==> src/rtl/calc_ctrl.sv <==
// calc_ctrl: debounces execute/clear buttons and sequences one ALU start/done operation into the accumulator
module calc_ctrl #(
  parameter int WIDTH      = 16,
  parameter int DEB_CYCLES = 4,
  parameter int TIMEOUT    = 64
) (
  input  logic             clk,
  input  logic             rst_n,
  input  logic             btnc,
  input  logic             btnu,
  input  logic [3:0]       alu_op_in,
  input  logic [WIDTH-1:0] sw,
  output logic [WIDTH-1:0] alu_a,
  output logic [WIDTH-1:0] alu_b,
  output logic [3:0]       alu_op,
  output logic             alu_start,
  input  logic             alu_done,
  input  logic [WIDTH-1:0] alu_result,
  input  logic             alu_ovf,
  output logic [WIDTH-1:0] acc,
  output logic             busy,
  output logic             ovf_flag,
  output logic             err_timeout
);
  localparam int DW = $clog2(DEB_CYCLES + 1);
  localparam int TW = $clog2(TIMEOUT + 1);
  typedef enum logic [1:0] {IDLE, ISSUE, WAIT} state_t;
  logic [1:0] raw, evt;
  logic clr_pend;
  logic [TW-1:0] tcnt;
  state_t state;
  assign raw = {btnu, btnc};
  assign alu_a = acc;
  for (genvar i = 0; i < 2; i++) begin : g_deb
    logic s1, s2, lvl, e;
    logic [DW-1:0] cnt;
    assign evt[i] = e;
    // e pulses on the same edge the debounced level rises
    always_ff @(posedge clk or negedge rst_n)
      if (!rst_n) begin
        s1 <= 1'b0;
        s2 <= 1'b0;
        lvl <= 1'b0;
        e <= 1'b0;
        cnt <= '0;
      end else begin
        s1 <= raw[i];
        s2 <= s1;
        e <= 1'b0;
        if (s2 == lvl) cnt <= '0;
        else if (cnt == DW'(DEB_CYCLES - 1)) begin
          lvl <= s2;
          e <= s2;
          cnt <= '0;
        end else cnt <= cnt + 1'b1;
      end
  end
  always_ff @(posedge clk or negedge rst_n)
    if (!rst_n) begin
      state <= IDLE;
      acc <= '0;
      alu_b <= '0;
      alu_op <= '0;
      alu_start <= 1'b0;
      busy <= 1'b0;
      ovf_flag <= 1'b0;
      err_timeout <= 1'b0;
      clr_pend <= 1'b0;
      tcnt <= '0;
    end else begin
      alu_start <= 1'b0;
      if (state != IDLE && evt[1]) clr_pend <= 1'b1;
      case (state)
        IDLE:
          if (evt[1] || clr_pend) begin
            acc <= '0;
            ovf_flag <= 1'b0;
            err_timeout <= 1'b0;
            clr_pend <= 1'b0;
          end else if (evt[0]) begin
            alu_op <= alu_op_in;
            alu_b <= sw;
            alu_start <= 1'b1;
            busy <= 1'b1;
            state <= ISSUE;
          end
        ISSUE: begin
          tcnt <= '0;
          state <= WAIT;
        end
        WAIT:
          if (alu_done) begin
            acc <= alu_result;
            ovf_flag <= ovf_flag | alu_ovf;
            busy <= 1'b0;
            state <= IDLE;
          end else if (tcnt == TW'(TIMEOUT - 1)) begin
            err_timeout <= 1'b1;
            busy <= 1'b0;
            state <= IDLE;
          end else tcnt <= tcnt + 1'b1;
        default: state <= IDLE;
      endcase
    end
endmodule

==> config.mk <==
export PLATFORM = sky130hd
export DESIGN_NAME = calc_ctrl
export DESIGN_NICKNAME = d
export VERILOG_FILES = /design/src/rtl/calc_ctrl.sv
export SDC_FILE = /design/constraint.sdc
export NUM_CORES = 1
export LEC_CHECK = 0
export BUFFER_PORTS_ARGS = -buffer_cell sky130_fd_sc_hd__buf_2
export CAP_MARGIN = 20
export CORE_ASPECT_RATIO = 0.5
export CORE_MARGIN = 3
export CORE_UTILIZATION = 49
export DETAILED_ROUTE_END_ITERATION = 16
export HOLD_SLACK_MARGIN = 0.12
export PLACE_DENSITY = 0.8
export SYNTH_ARGS = -nofsm -noshare
export SYNTH_HDL_FRONTEND = slang
export SYNTH_SLANG_ARGS = --single-unit
==> constraint.sdc <==
create_clock -name clk -period 2 [get_ports clk]
set_clock_uncertainty 0.2 [all_clocks]
set_input_delay 0.2 -clock clk [delete_from_list [all_inputs] [get_ports clk]]
set_output_delay 0.2 -clock clk [all_outputs]
set_load 0.05 [all_outputs]
; Word level (Yosys, flattened, before mapping)
; Index checks and enable logic that the tools add are counted.
[totals]
ff_bits = 64
in_bits = 42
output_inout_bits = 56
[op_classes]
addsub = 3
eq_ne = 15
muxes = 36
bitwise_logic = 4
reduce_logical = 14
[op_table]
columns = cell, n
row1 = 2-to-1 mux 16 bit, 2
row2 = one-hot mux 16 bit (2 select lines), 1
row3 = 2-to-1 mux 1 bit, 18
row4 = 2-to-1 mux 7 bit, 2
row5 = "!= test 2 bit, second input constant", 7
row6 = one-hot mux 7 bit (2 select lines), 1
row7 = 2-to-1 mux 3 bit, 4
row8 = AND reduction 3 bit, 4
row9 = 2-to-1 mux 2 bit, 4
row10 = AND reduction 4 bit, 2
row11 = "adder 7 x 1 -> 7 bit, second input constant", 1
row12 = "== test 7 x 6 -> 1 bit, second input constant", 1
row13 = "adder 3 x 1 -> 3 bit, second input constant", 2
row14 = "== test 3 x 2 -> 1 bit, second input constant", 2
row15 = one-hot mux 1 bit (2 select lines), 3
row16 = one-hot mux 2 bit (3 select lines), 1
row17 = nonzero test 2 bit, 3
row18 = AND reduction 2 bit, 2
row19 = "!= test 3 bit, second input constant", 1
row20 = inverter 1 bit, 3
row21 = == test 1 bit, 2
row22 = "== test 2 x 1 -> 1 bit, second input constant", 1
row23 = "== test 2 bit, second input constant", 1
row24 = zero test 2 bit, 1
row25 = other kinds (3), 3

; Logic depth before layout (Yosys ltp)
; Gate-level depths: netlist (run 1).
[depth]
ltp_word = 5
ltp_mapped = 5

; Least setup slack after synthesis (run 1)
; No wires, ideal clock.
[synth_path]
kind = reg-to-reg
startpoint = register clr_pend
endpoint = register alu_b[10]
setup_ns = 0.125
arrival_ns = 1.288
t_required_ns = 1.675
setup_slack_ns = 0.387
path_stages_with_launch = 6
period_less_slack_ns = 1.613
path_cell_list = dfrtp_1 nor2_2 and3_4 buf_6 buf_12 mux2_4
[synth_between]
elab_chain_len = 3
[synth_rtl]
columns = item, line
row1 = "start, declared", 29  ; logic clr_pend;
row2 = "start signal, assigned", 68  ; clr_pend <= 1'b0;
row3 = "start signal, assigned", 72  ; if (state != IDLE && evt[1]) clr_pend <= 1'b1;
row4 = "start signal, assigned", 79  ; clr_pend <= 1'b0;
row5 = logical OR 1 bit, 75  ; if (evt[1] || clr_pend) begin
row6 = inverter 1 bit (no source line), n/a
row7 = AND reduction 3 bit (no source line), n/a
row8 = "end signal, assigned", 82  ; alu_b <= sw;
row9 = "end, declared", 14  ; output logic [WIDTH-1:0] alu_b,
; No other way between the ends.
; A chain may end at the register's enable or synchronous reset.

; Final worst setup path (run 1)
[layout_path]
startpoint = register clr_pend
endpoint = register alu_b[7]
; The elaborated chain is that of the path after synthesis.

==> run_results.csv, run 1 <==
group,metric,value,unit
critical_path,path_cells,"nor2_2, and3_4, mux2_1",
clocking,cts.clk_slew.worst_paths,0.08,ns
critical_path,required,2.02,ns
global_routing,overflow,0,
critical_path,cpPeakStageDelay,0.50,ns
clocking,clk_path_buf_depth,2,
placement,dp_cells,344,
final_layout,multiInputGateArea,940,sq um
power_and_ir_drop,power,5.99,mW
die,pin_count,98,
die,die_area,6600,sq um
route,drtPass1Iterations,4,
power_and_ir_drop,p_int,3.26,mW
synthesis,synth_nets,242,
die,die_h,59.0,um
global_routing,grt_start_max_net_pins,65,
worst_hold_path,worstHoldPathType,"reg -> reg",
synthesis,synth_edf_count,0,
final_layout,final_common_cell,"buf_2",
route,drc_errors,0,
sta,setup_viol_count_final,0,
final_layout,drive_gt1_frac,0.432,
power_and_ir_drop,leakage,1.95,nW
global_routing,grt_pass1_wl,10.4,mm
critical_path,path_max_fanout,22,
critical_path,worstPathArrival,1.82,ns
critical_path,path_class,"reg -> reg",
placement,dp_hpwl,3.92,mm
sta,setup_tns,0,ns
synthesis,syn-mean-instance-area,14.0,sq um
route,dr.max_layer_used,"met4",
critical_path,critPathBufInv,0,
sta,hold_violations,0,
sta,relSlewSlack,0.566,
synthesis,synth_top_flop_cell,"dfrtp_1",
critical_path,worst_setup_path_start_kind,"flip-flop",
route,vias_per_cell,5.11,
sta,rsz0062_at_grt,"no",
critical_path,slowest_stage,"and3_4",
final_layout,layout_common_cells,"buf_2 (97), dfrtp_1 (64), dlygate4sd3_1 (41)",
final_layout,layout.cells.non_filler,401,
clocking,post-cts-setup-buffer-count,0,
route,dr_wl_met2,3.55,mm
sta,holdWs,0.151,ns
power_and_ir_drop,swShare,0.456,
run,max_cap_violations,0,
final_layout,nNetsFinal,371,
die,row_count,18,
final_layout,areaGrowthSynthToFinish,38.2,%
synthesis,postSynthCellCount,197,
clocking,cts_sinks,64,
clocking,numCtsBuffers,9,
route,vias,2049,
final_layout,regArea,1600,sq um
power_and_ir_drop,power_density,1580,nW/um^2
sta,max_freq,0.555,GHz
clocking,cts.htree.levels,3,
power_and_ir_drop,p_clk_frac,0.209,
die,initial_core_util,0.533,
clocking,clock_latency,0.34,ns
synthesis,ys_seq_area_frac,0.582,
route,wl_per_cell,16.4,um
final_layout,fill_cells,339,
sta,period_needed,1.80,ns
placement,portBuffers,97,
route,wl_met3,362,um
power_and_ir_drop,ir_worst_vdd,0.00129,V
synthesis,ys_warn_count,0,
placement,place.gp.congestion,0.812,
route,drt_iter0_markers,107,
route,wl,6.56,mm
sta,worst_slew_pin_slew,0.650,ns
power_and_ir_drop,comb_power_share,0.454,
clocking,cts_tree,"built",
power_and_ir_drop,power_frac_seq,0.337,
power_and_ir_drop,power_switching,2.73,mW
sta,drv_slew,0,
critical_path,crit_family,"simple AND/OR/NAND/NOR gates",
final_layout,diodes,0,
global_routing,grt_pass1_vias,2110,
route,ant_nets,0,
global_routing,antenna_found_initial,0,
outcome,run_status,"finished, final reports clean",
sta,min_period_over_period,0.900,
route,wl_met1,2.51,mm
synthesis,ys_async_sr_fraction,1.00,
synthesis,synth.distinct_cells,45,
global_routing,grt_use_total,0.204,
critical_path,worst_setup_path_end_kind,"flip-flop",
die,core,5160,sq um
synthesis,ys_ff_latch,64,
synthesis,syn_area,2750,sq um
die,die_width,112,um
clocking,root_buffer,"clkbuf_8",
-- cell type report --
type	instances	share of cell area
Clock buffer	9	0.0326
Tap cell	70	0.0230
Clock inverter	7	0.0270
Timing Repair Buffer	141	0.245
Sequential cell	64	0.421
Multi-Input combinational cell	106	0.247
Inverter	4	0.00395
-- sequential cells by signal, summed over array words and instances (netlist names) --
signal and flops:
g_deb.cnt 6, err_timeout 1, acc 16, g_deb.e 2
alu_op 4, g_deb.s2 2, busy 1, clr_pend 1
state 2, ovf_flag 1, g_deb.lvl 2, alu_start 1
g_deb.s1 2, alu_b 16, tcnt 7
-- metal layers --
metal  up-vias  track usage
met1      1004        0.231
met2        82        0.384
met4         0       0.0890
met5         -            0
li1        952            -
met3        11       0.0449
-- cells by family (layout without fill, tap and decap cells) --
kind of cell	Yosys count	after routing	share of synthesized area
DFF	64	64	0.582
adders and majority gates	3	3	0.0136
muxes	23	23	0.118
buffers and inverters	27	161	0.0764
xor gates and xnor gates	2	2	0.00637
and+or+nand+nor	39	39	0.0914
AOI/OAI and AO/OA	39	39	0.112
-- cells in the mapped netlist, types with 2 or more instances --
cell type,instances,share of area
o31ai_1,2,0.0055
a22o_1,16,0.051
ha_1,3,0.014
xnor2_1,2,0.0064
mux2_4,18,0.098
mux2_1,2,0.0082
nand2_1,4,0.0055
nor2b_1,6,0.014
buf_4,16,0.044
and3b_1,2,0.0064
nor3b_1,3,0.0082
a21oi_1,5,0.0091
clkbuf_1,2,0.0027
nor2_1,3,0.0041
o211ai_1,2,0.0055
inv_1,4,0.0055
dfrtp_1,64,0.58
and3_1,4,0.0091
buf_6,2,0.0082
mux2_2,2,0.0082
nor3_1,3,0.0055
o21ai_0,4,0.0073
nor2_2,2,0.0045
o21a_1,2,0.0055
nand3_1,2,0.0036
buf_12,2,0.015
nand2b_1,2,0.0045
-- path summary, 6_finish.rpt --
| kind | start | to | slack [ns] | cells past startpoint |
|---|---|---|---|---|
| worst max-delay path | clr_pend | alu_b[7] | 0.20 | 3 |
| worst min-delay path | g_deb[0].s1 | g_deb[0].s2 | 0.15 | 0 |
| worst max register to register | clr_pend | alu_b[7] | 0.20 | 3 |
| worst min register to register | g_deb[0].s1 | g_deb[0].s2 | 0.15 | 0 |
| max in group asynchronous | rst_n | tcnt[3] | 1.11 | 3 |
| min in group asynchronous | rst_n | alu_b[10] | 0.21 | 3 |
-- repair_timing --
action / 4_1_cts / 5_1_grt
hold endpoints to repair: 107 / 0
hold buffers: 41 / 0
resized for setup: 0 / 0
-- metrics by stage --
| step | utilization | setup WS (ns) | cell area, sq um |
|---|---|---|---|
| floorplan | - | 0.387 | 2750 |
| global placement | 0.614 | 0.286 | 3160 |
| detailed placement | 0.614 | 0.220 | 3160 |
| CTS | 0.737 | 0.210 | 3800 |
| global route | 0.737 | 0.110 | 3800 |
| finish | 0.737 | 0.200 | 3800 |
-- worst reg2reg max path: stages (launching register included) --
cell     delay (ns)
dfrtp_1        0.38
nor2_2         0.23
and3_4         0.50
mux2_1         0.38
-- power by group through the flow --
stage          combinational [mW]  clock, mW  sequential (mW)
2_1_floorplan                1.11          0             3.03
3_3_place_gp                 2.58          0             1.99
3_5_place_dp                 2.63          0             2.01
4_1_cts                      2.71       1.27             2.00
5_1_grt                      2.85       1.34             2.07
6_report                     2.72       1.25             2.02
(Power assumes the default switching activity.)
==> run 2, diff against run 1 <==
==> constraint.sdc (replaced) <==
create_clock -name clk -period 2 [get_ports clk]
set_clock_uncertainty 0.2 [all_clocks]
set_input_delay 0.4 -clock clk [delete_from_list [all_inputs] [get_ports clk]]
set_output_delay 0.4 -clock clk [all_outputs]
set_load 0.05 [all_outputs]
==> run 2 against run 1 <==
Flip-flop and latch count is the same. Clock-buffer cell count grew 3. Power shrank 5.1%. Non-clock buffer count grew 1. Utilization shrank 0.99 points. Sequential share of layout area grew 0.58 points. Sequential power is essentially flat. Hold slack gained 0.0016 ns. Global-route usage shrank 1.1 points. Clock power shrank 21%. Routed wire length shrank 3.6%. Critical path type unchanged. Largest cell class unchanged.
==> run_results.csv, run 2 (synthesized netlist as in run 1, its figures left out) <==
group,metric,value,unit
route,vias,2080,
worst_hold_path,worstHoldPathType,"reg -> reg",
power_and_ir_drop,power_density,1520,nW/um^2
die,pin_count,98,
final_layout,fill_cells,337,
sta,setup_tns,0,ns
clocking,root_buffer,"clkbuf_8",
route,vias_per_cell,5.19,
route,drtPass1Iterations,4,
critical_path,required,2.06,ns
global_routing,grt_use_total,0.193,
clocking,cts.htree.levels,3,
die,die_area,6600,sq um
sta,setup_viol_count_final,0,
critical_path,worst_setup_path_start_kind,"flip-flop",
clocking,cts_tree,"built",
global_routing,grt_pass1_vias,2009,
sta,period_needed,1.84,ns
sta,max_freq,0.544,GHz
global_routing,grt_pass1_wl,9.91,mm
sta,holdWs,0.153,ns
placement,portBuffers,97,
power_and_ir_drop,ir_worst_vdd,0.000951,V
power_and_ir_drop,comb_power_share,0.473,
final_layout,regArea,1600,sq um
sta,relSlewSlack,0.557,
sta,drv_slew,0,
route,wl,6.33,mm
route,wl_per_cell,15.8,um
critical_path,worstPathArrival,1.90,ns
global_routing,antenna_found_initial,0,
final_layout,diodes,0,
power_and_ir_drop,swShare,0.464,
global_routing,overflow,0,
final_layout,drive_gt1_frac,0.435,
sta,rsz0062_at_grt,"no",
outcome,run_status,"finished, final reports clean",
final_layout,final_common_cell,"buf_2",
placement,dp_cells,347,
clocking,numCtsBuffers,9,
power_and_ir_drop,power,5.69,mW
power_and_ir_drop,p_clk_frac,0.173,
global_routing,grt_start_max_net_pins,25,
final_layout,layout_common_cells,"buf_2 (97), dfrtp_1 (64), dlygate4sd3_1 (39)",
sta,worst_slew_pin_slew,0.664,ns
final_layout,areaGrowthSynthToFinish,36.3,%
sta,hold_violations,0,
route,drt_iter0_markers,122,
final_layout,multiInputGateArea,940,sq um
power_and_ir_drop,power_frac_seq,0.353,
placement,place.gp.congestion,0.840,
clocking,cts_sinks,64,
route,drc_errors,0,
critical_path,path_max_fanout,16,
final_layout,layout.cells.non_filler,401,
final_layout,top_regs,"acc (16), alu_b (16), tcnt (7)",
power_and_ir_drop,p_int,3.05,mW
clocking,clock_latency,0.33,ns
run,max_cap_violations,0,
sta,min_period_over_period,0.919,
die,row_count,18,
die,die_h,59.0,um
critical_path,path_class,"reg -> reg",
final_layout,nNetsFinal,372,
route,ant_nets,0,
power_and_ir_drop,leakage,1.94,nW
placement,dp_hpwl,4.04,mm
clocking,cts.clk_slew.worst_paths,0.07,ns
power_and_ir_drop,power_switching,2.64,mW
die,initial_core_util,0.533,
clocking,clk_path_buf_depth,2,
die,core,5160,sq um
critical_path,worst_setup_path_end_kind,"flip-flop",
die,die_width,112,um
## run 2: area by class of cell
cell class,count,area share
well taps,70,0.0234
clock buffers,12,0.0414
clock inverters,3,0.00467
multi-input cells,106,0.251
flip-flops and latches,64,0.427
inverters,4,0.00400
repair buffers,142,0.249
## run 2: layer usage
layer	part of all wire	GRT usage	wire (um)
met5	0	0	0
met4	0.027	0.0719	170
met3	0.054	0.0612	343
met2	0.54	0.353	3410
met1	0.38	0.220	2400
## run 2: worst max-delay path: stages (launching register included)
cell and delay (ns):
dfrtp_1 0.38, buf_4 0.18, nand2b_1 0.21, nor2_2 0.54
a22o_1 0.28
## run 2: through the flow
stage                     utilization  setup slack, ns  cell area (sq um)
after detailed placement        0.618            0.203               3190
final                           0.727            0.162               3750
after global routing            0.727           0.0997               3750
after floorplan                     -            0.387               2750
after CTS                       0.727            0.195               3750
after global placement          0.618            0.282               3190
## run 2: worst paths after layout
check | from | cells past startpoint | end | slack (ns)
worst min register to register | g_deb[0].s1 | 0 | g_deb[0].s2 | 0.15
worst max register to register | state[0] | 4 | acc[14] | 0.16
max in group asynchronous | rst_n | 3 | g_deb[0].cnt[2] | 0.72
worst max-delay path | state[0] | 4 | acc[14] | 0.16
worst min-delay path | g_deb[0].s1 | 0 | g_deb[0].s2 | 0.15
min in group asynchronous | rst_n | 2 | alu_op[1] | 0.38
## run 2: timing repair
action / CTS / global route
buffers inserted: 0 / 0
hold buffers: 39 / 0
endpoints found under the hold margin: 54 / 0
gates resized for setup: 0 / 0
## run 2: power groups by stage
stage / Sequential, mW / Clock [mW] / Combinational, mW
after global routing: 2.07 / 1.07 / 2.81
after floorplan: 3.03 / 0 / 1.11
final: 2.01 / 0.986 / 2.69
after detailed placement: 2.01 / 0 / 2.64
after CTS: 2.00 / 1.00 / 2.70
after global placement: 1.99 / 0 / 2.58
